--- config.mk ---
export PLATFORM = sky130hd
export DESIGN_NAME = rotate_amount_finder
export DESIGN_NICKNAME = d
export VERILOG_FILES = /design/src/rtl/cpu_pkg.sv /design/src/rtl/rotate_amount_finder_rol1_step.sv /design/src/rtl/rotate_amount_finder.sv
export SDC_FILE = /design/constraint.sdc
export NUM_CORES = 1
export LEC_CHECK = 0
export BUFFER_PORTS_ARGS = -buffer_cell sky130_fd_sc_hd__buf_2
export CAP_MARGIN = 20
export CORE_MARGIN = 2
export CORE_UTILIZATION = 25
export CTS_BUF_LIST = sky130_fd_sc_hd__clkbuf_4
export CTS_CLUSTER_DIAMETER = 30
export DETAILED_ROUTE_END_ITERATION = 6
export SLEW_MARGIN = 20
export SYNTH_ARGS = -nofsm -noshare
export SYNTH_HDL_FRONTEND = slang
export SYNTH_SLANG_ARGS = --single-unit
--- constraint.sdc ---
create_clock -name clk -period 1.8 [get_ports clk]
set_clock_uncertainty 0.15 [all_clocks]
set_input_delay 0.09 -clock clk [delete_from_list [all_inputs] [get_ports clk]]
set_output_delay 0.09 -clock clk [all_outputs]
set_load 0.01 [all_outputs]
--- src/rtl/cpu_pkg.sv ---
// Shared CPU-side definitions used by the rotate amount finder: FSM state
// encoding and the default datapath word width.
package cpu_pkg;

    localparam int unsigned CPU_XLEN = 32;

    typedef enum logic [1:0] {
        ROTF_IDLE   = 2'd0,
        ROTF_SEARCH = 2'd1,
        ROTF_DONE   = 2'd2
    } rotf_state_e;

endpackage

--- src/rtl/rotate_amount_finder_rol1_step.sv ---
// Combinational single-position left rotate of a WIDTH-bit vector; the MSB
// wraps into the LSB.
module rol1_step #(
    parameter int WIDTH = 32
) (
    input  logic [WIDTH-1:0] i_din,
    output logic [WIDTH-1:0] o_dout
);

    assign o_dout = {i_din[WIDTH-2:0], i_din[WIDTH-1]};

endmodule

--- src/rtl/rotate_amount_finder.sv ---
// Multi-cycle search for the smallest left-rotate amount mapping a onto target.
// Build option: define ROT_FIND_EARLY_EXIT_EN to leave SEARCH on the first match;
// otherwise every search runs all WIDTH compares (constant latency).
module rotate_amount_finder
    import cpu_pkg::*;
#(
    // Must be a power of two >= 2.
    parameter  int WIDTH = CPU_XLEN,
    localparam int AMT_W = $clog2(WIDTH)
) (
    input  logic             clk,
    input  logic             clr,
    input  logic             start,
    input  logic [WIDTH-1:0] a,
    input  logic [WIDTH-1:0] target,
    output logic             busy,
    output logic             done,
    output logic             found,
    output logic [AMT_W-1:0] amount
);

    localparam logic [AMT_W-1:0] K_LAST = AMT_W'(WIDTH - 1);

    rotf_state_e      r_state;
    logic [WIDTH-1:0] r_rot;
    logic [WIDTH-1:0] r_tgt;
    logic [AMT_W-1:0] r_k;
    logic             r_hit;
    logic [AMT_W-1:0] r_amount;
    logic             r_busy;
    logic             r_done;

    logic [WIDTH-1:0] w_rot_next;
    logic             w_match;
    logic             w_last;

    rol1_step #(
        .WIDTH (WIDTH)
    ) u_rol1_step (
        .i_din  (r_rot),
        .o_dout (w_rot_next)
    );

    assign w_match = (r_rot == r_tgt);
    // Exit is decoded before the increment, so k never needs to wrap.
    assign w_last  = (r_k == K_LAST);

    // NOTE: every register here, datapath included, is cleared by clr so an
    // aborted search leaves no stale rot/tgt/k behind; all updates use <= so
    // each edge sees the previous cycle's values regardless of statement order.
    always_ff @(posedge clk or negedge clr) begin
        if (!clr) begin
            r_state  <= ROTF_IDLE;
            r_rot    <= '0;
            r_tgt    <= '0;
            r_k      <= '0;
            r_hit    <= 1'b0;
            r_amount <= '0;
            r_busy   <= 1'b0;
            r_done   <= 1'b0;
        end else begin
            case (r_state)
                ROTF_IDLE: begin
                    r_done <= 1'b0;
                    if (start) begin
                        r_rot    <= a;
                        r_tgt    <= target;
                        r_k      <= '0;
                        r_hit    <= 1'b0;
                        r_amount <= '0;
                        r_busy   <= 1'b1;
                        r_state  <= ROTF_SEARCH;
                    end
                end

                ROTF_SEARCH: begin
                    // Only the first match is recorded; later ones never overwrite it.
                    if (w_match && !r_hit) begin
                        r_hit    <= 1'b1;
                        r_amount <= r_k;
                    end
`ifdef ROT_FIND_EARLY_EXIT_EN
                    if (w_match || w_last) begin
`else
                    if (w_last) begin
`endif
                        r_done  <= 1'b1;
                        r_state <= ROTF_DONE;
                    end else begin
                        r_rot <= w_rot_next;
                        r_k   <= r_k + AMT_W'(1);
                    end
                end

                ROTF_DONE: begin
                    r_done  <= 1'b0;
                    r_busy  <= 1'b0;
                    r_state <= ROTF_IDLE;
                end

                default: begin
                    r_done  <= 1'b0;
                    r_busy  <= 1'b0;
                    r_state <= ROTF_IDLE;
                end
            endcase
        end
    end

    assign busy   = r_busy;
    assign done   = r_done;
    assign found  = r_hit;
    assign amount = r_amount;

endmodule

==> flow_summary.toml <==
[synth]
synthMuxAreaShare_pct = 20.54
synth_top_family_by_area = "multiplexers"
synth_warnings = 0
ys_types = 27
synthTopCellsByCount = "79 x dfrtp_1, 38 x mux2_2, 35 x nand2_1"
synth_compound_area_share_pct = 5.048
synth.most_common_cell = "dfrtp_1"
async_flop_share_pct = 100.0
synth_fp_nets = 373
yosys.area_share.simple_pct = 8.963
ys_ff_latch = 79
yosysSeqAreaShare_pct = 54.26
synthCells = 304
ys.flop_type = "dfrtp_1"
synth-edff-count = 0
synthXorXnorAreaFrac_pct = 8.173
synth_largest_area_cell = "dfrtp_1"
avgSynthCellArea_um2 = 11.99
yosys.area_share.adder_pct = 0.6868
synth_area_leaders = "dfrtp_1 54%, mux2_2 12%, mux2i_1 8.8%"
syn_area_um2 = 3643
synth_top_area_share_pct = 54.26

[layout]
drive_gt1_share_pct = 46.25
nets = 557
syn_to_final_growth_pct = 58.79
n_antenna_cell = 0
design_area_um2 = 5786

[setup_path]
critical_path_peak_fanout = 6
cp.required_ns = 1.97
crit_arrival_ns = 2.10
endpoint_kind = "register"
startpoint_type = "register"
crit_type = "reg -> reg"

[sta]
rsz0062_at_grt = "true"
min_period_ns = 1.924
timing.final.crit_share_pct = 106.9
setup_slack_ns = -0.1238
hold_violations = 0
slew_headroom_pct = 65.22
whs_ns = 0.009022
worst_slew_pin_slew_ns = 0.5218
fmax_mhz = 519.8
setup_violations = 20
final_max_slew_viol_count = 0

[drt]
drt_iter0_markers = 174
wire_per_inst_um = 16.18
wl_met3_um = 495
wl_met1_mm = 5.129
top_layer = "met4"
vias_per_cell = 4.419
dr.pass1.iters = 4
ant_nets = 0
wl_met2_mm = 5.158
num_vias = 2992
drc_errors = 0
wirelength_mm = 10.96

[global_routing]
grt_max_degree = 47
first_global_vias = 3069
grt_pass1_wl_mm = 16.11
gr-total-overflow = 0
track_usage_pct = 13.31
antenna_found_initial = 0

[placed_design]
dp_slack_ns = -0.1213
place_area_um2 = 4497
port_buffers = 74
hpwl_mm = 7.129
gp_congestion = 0.7779

[die]
ioPinCount = 75
start_util_pct = 25.36
num_rows = 44
fp.coreArea_um2 = 14370
die_area_um2 = 15560
die-width_um = 124.7
die_h_um = 124.7

[cts]
root_buffer = "clkbuf_4"
clk_pin_slew_ns = 0.13
clk_latency_ns = 0.44
clkSinkCount = 79
clk_path_buf_depth = 2
cts_tree = "yes"
htree_levels = 3
cts_buffers = 9

[power]
p_leak_uw = 0.002565
irDropWorstVdd_mv = 0.5553
p_per_area_nw_per_um2 = 1634

[run_status]
run_status = "finished, violations left"
violations = "negative setup slack"

[hold_path]
hold_path.class = "in -> async"

[flow_run]
cap_violations = 0
## critical path, cell delays in order, from the launching register on
cell and delay (ns):
dfrtp_1 0.46, xnor2_2 0.20, nand4_1 0.15, nor4_2 0.33, nand3_2 0.21, mux2_2 0.31
## final cells by class
type	count	area [um^2]
clock buffers	9	67.56
clock inverters	7	63.81
fillers	1360	8583
inverters	3	11.26
multi-input cells	207	1837
flip-flops and latches	79	1977
well taps	184	230.2
repair buffers	188	1599
## placed cells by master, fill, tap and decap left out, drive strengths merged, types with 3 or more instances in the layout
| master | netlist | layout |
|---|---|---|
| buf | 10 | 118 |
| dfrtp | 79 | 79 |
| dlygate4sd3 | 0 | 66 |
| mux2 | 38 | 38 |
| nand2 | 35 | 35 |
| o21ai | 34 | 34 |
| mux2i | 32 | 32 |
| xnor2 | 31 | 31 |
| clkbuf | 5 | 13 |
| nand4 | 8 | 8 |
| nor2 | 8 | 8 |
| nor2b | 5 | 5 |
| clkinv | 0 | 4 |
| xor2 | 3 | 3 |
| inv | 3 | 3 |
## flip-flops by register name, summed over array words and instances (netlist names)
register	cells
found	1
done	1
busy	1
r_tgt	32
r_state	2
r_rot	32
r_k	5
amount	5
## worst paths after layout
check | start | to | slack, ns | depth (start not counted)
worst max-delay path | r_rot[28]$_DFFE_PN0P_ | amount[2]$_DFFE_PN0P_ | -0.12 | 5
worst min-delay path | clr | r_rot[17]$_DFFE_PN0P_ | 0.009 | 2
worst max register to register | r_rot[28]$_DFFE_PN0P_ | amount[2]$_DFFE_PN0P_ | -0.12 | 5
worst min register to register | busy$_DFFE_PN0P_ | busy$_DFFE_PN0P_ | 0.37 | 2
max in group asynchronous | clr | amount[2]$_DFFE_PN0P_ | 0.86 | 3
min in group clk | target[3] | r_tgt[3]$_DFFE_PN0P_ | 0.27 | 3
## repair_timing
item / in CTS / in global routing
hold buffers: 66 / 0
setup buffers: 2 / 6
cloned: 0 / 8
pin swaps: 8 / 26
resized for setup: 10 / 90
endpoints found under the hold margin: 144 / 0
setup endpoints to repair: 12 / 41
## cell families (layout without fill, tap and decap cells)
family | Yosys count | after routing
AO/OA/AOI/OAI | 36 | 36
XOR/XNOR | 34 | 34
adder cells (fa/ha/maj) | 2 | 2
buffers and inverters | 18 | 207
flip-flops | 79 | 79
multiplexers | 70 | 70
AND/OR/NAND/NOR | 65 | 65
## metrics by stage
step                      utilization (%)  cells  power, uW  setup TNS, ns
final                               40.26    677       9455         -1.601
after global routing                40.26    677      10050         -3.614
after CTS                           37.18    663       8182        -0.3336
after detailed placement            31.30    579       6909        -0.6082
after global placement              31.30    579       6805        -0.5864
after floorplan                         -    304       5544              0
## per-layer routing
metal  vias to the layer above  GRT usage [%]
met2                        75          21.83
met5                         -              0
li1                       1424              -
met1                      1479          17.80
met4                         0          3.173
met3                        14          3.179
## power breakdown
group	leakage, uW	total (uW)	switching, uW	internal, uW
logic	0.00153	5100	2270	2830
clock network	0.0000691	1040	631	411
registers	0.000967	3310	707	2600
Power figures use the tool's default switching activity.
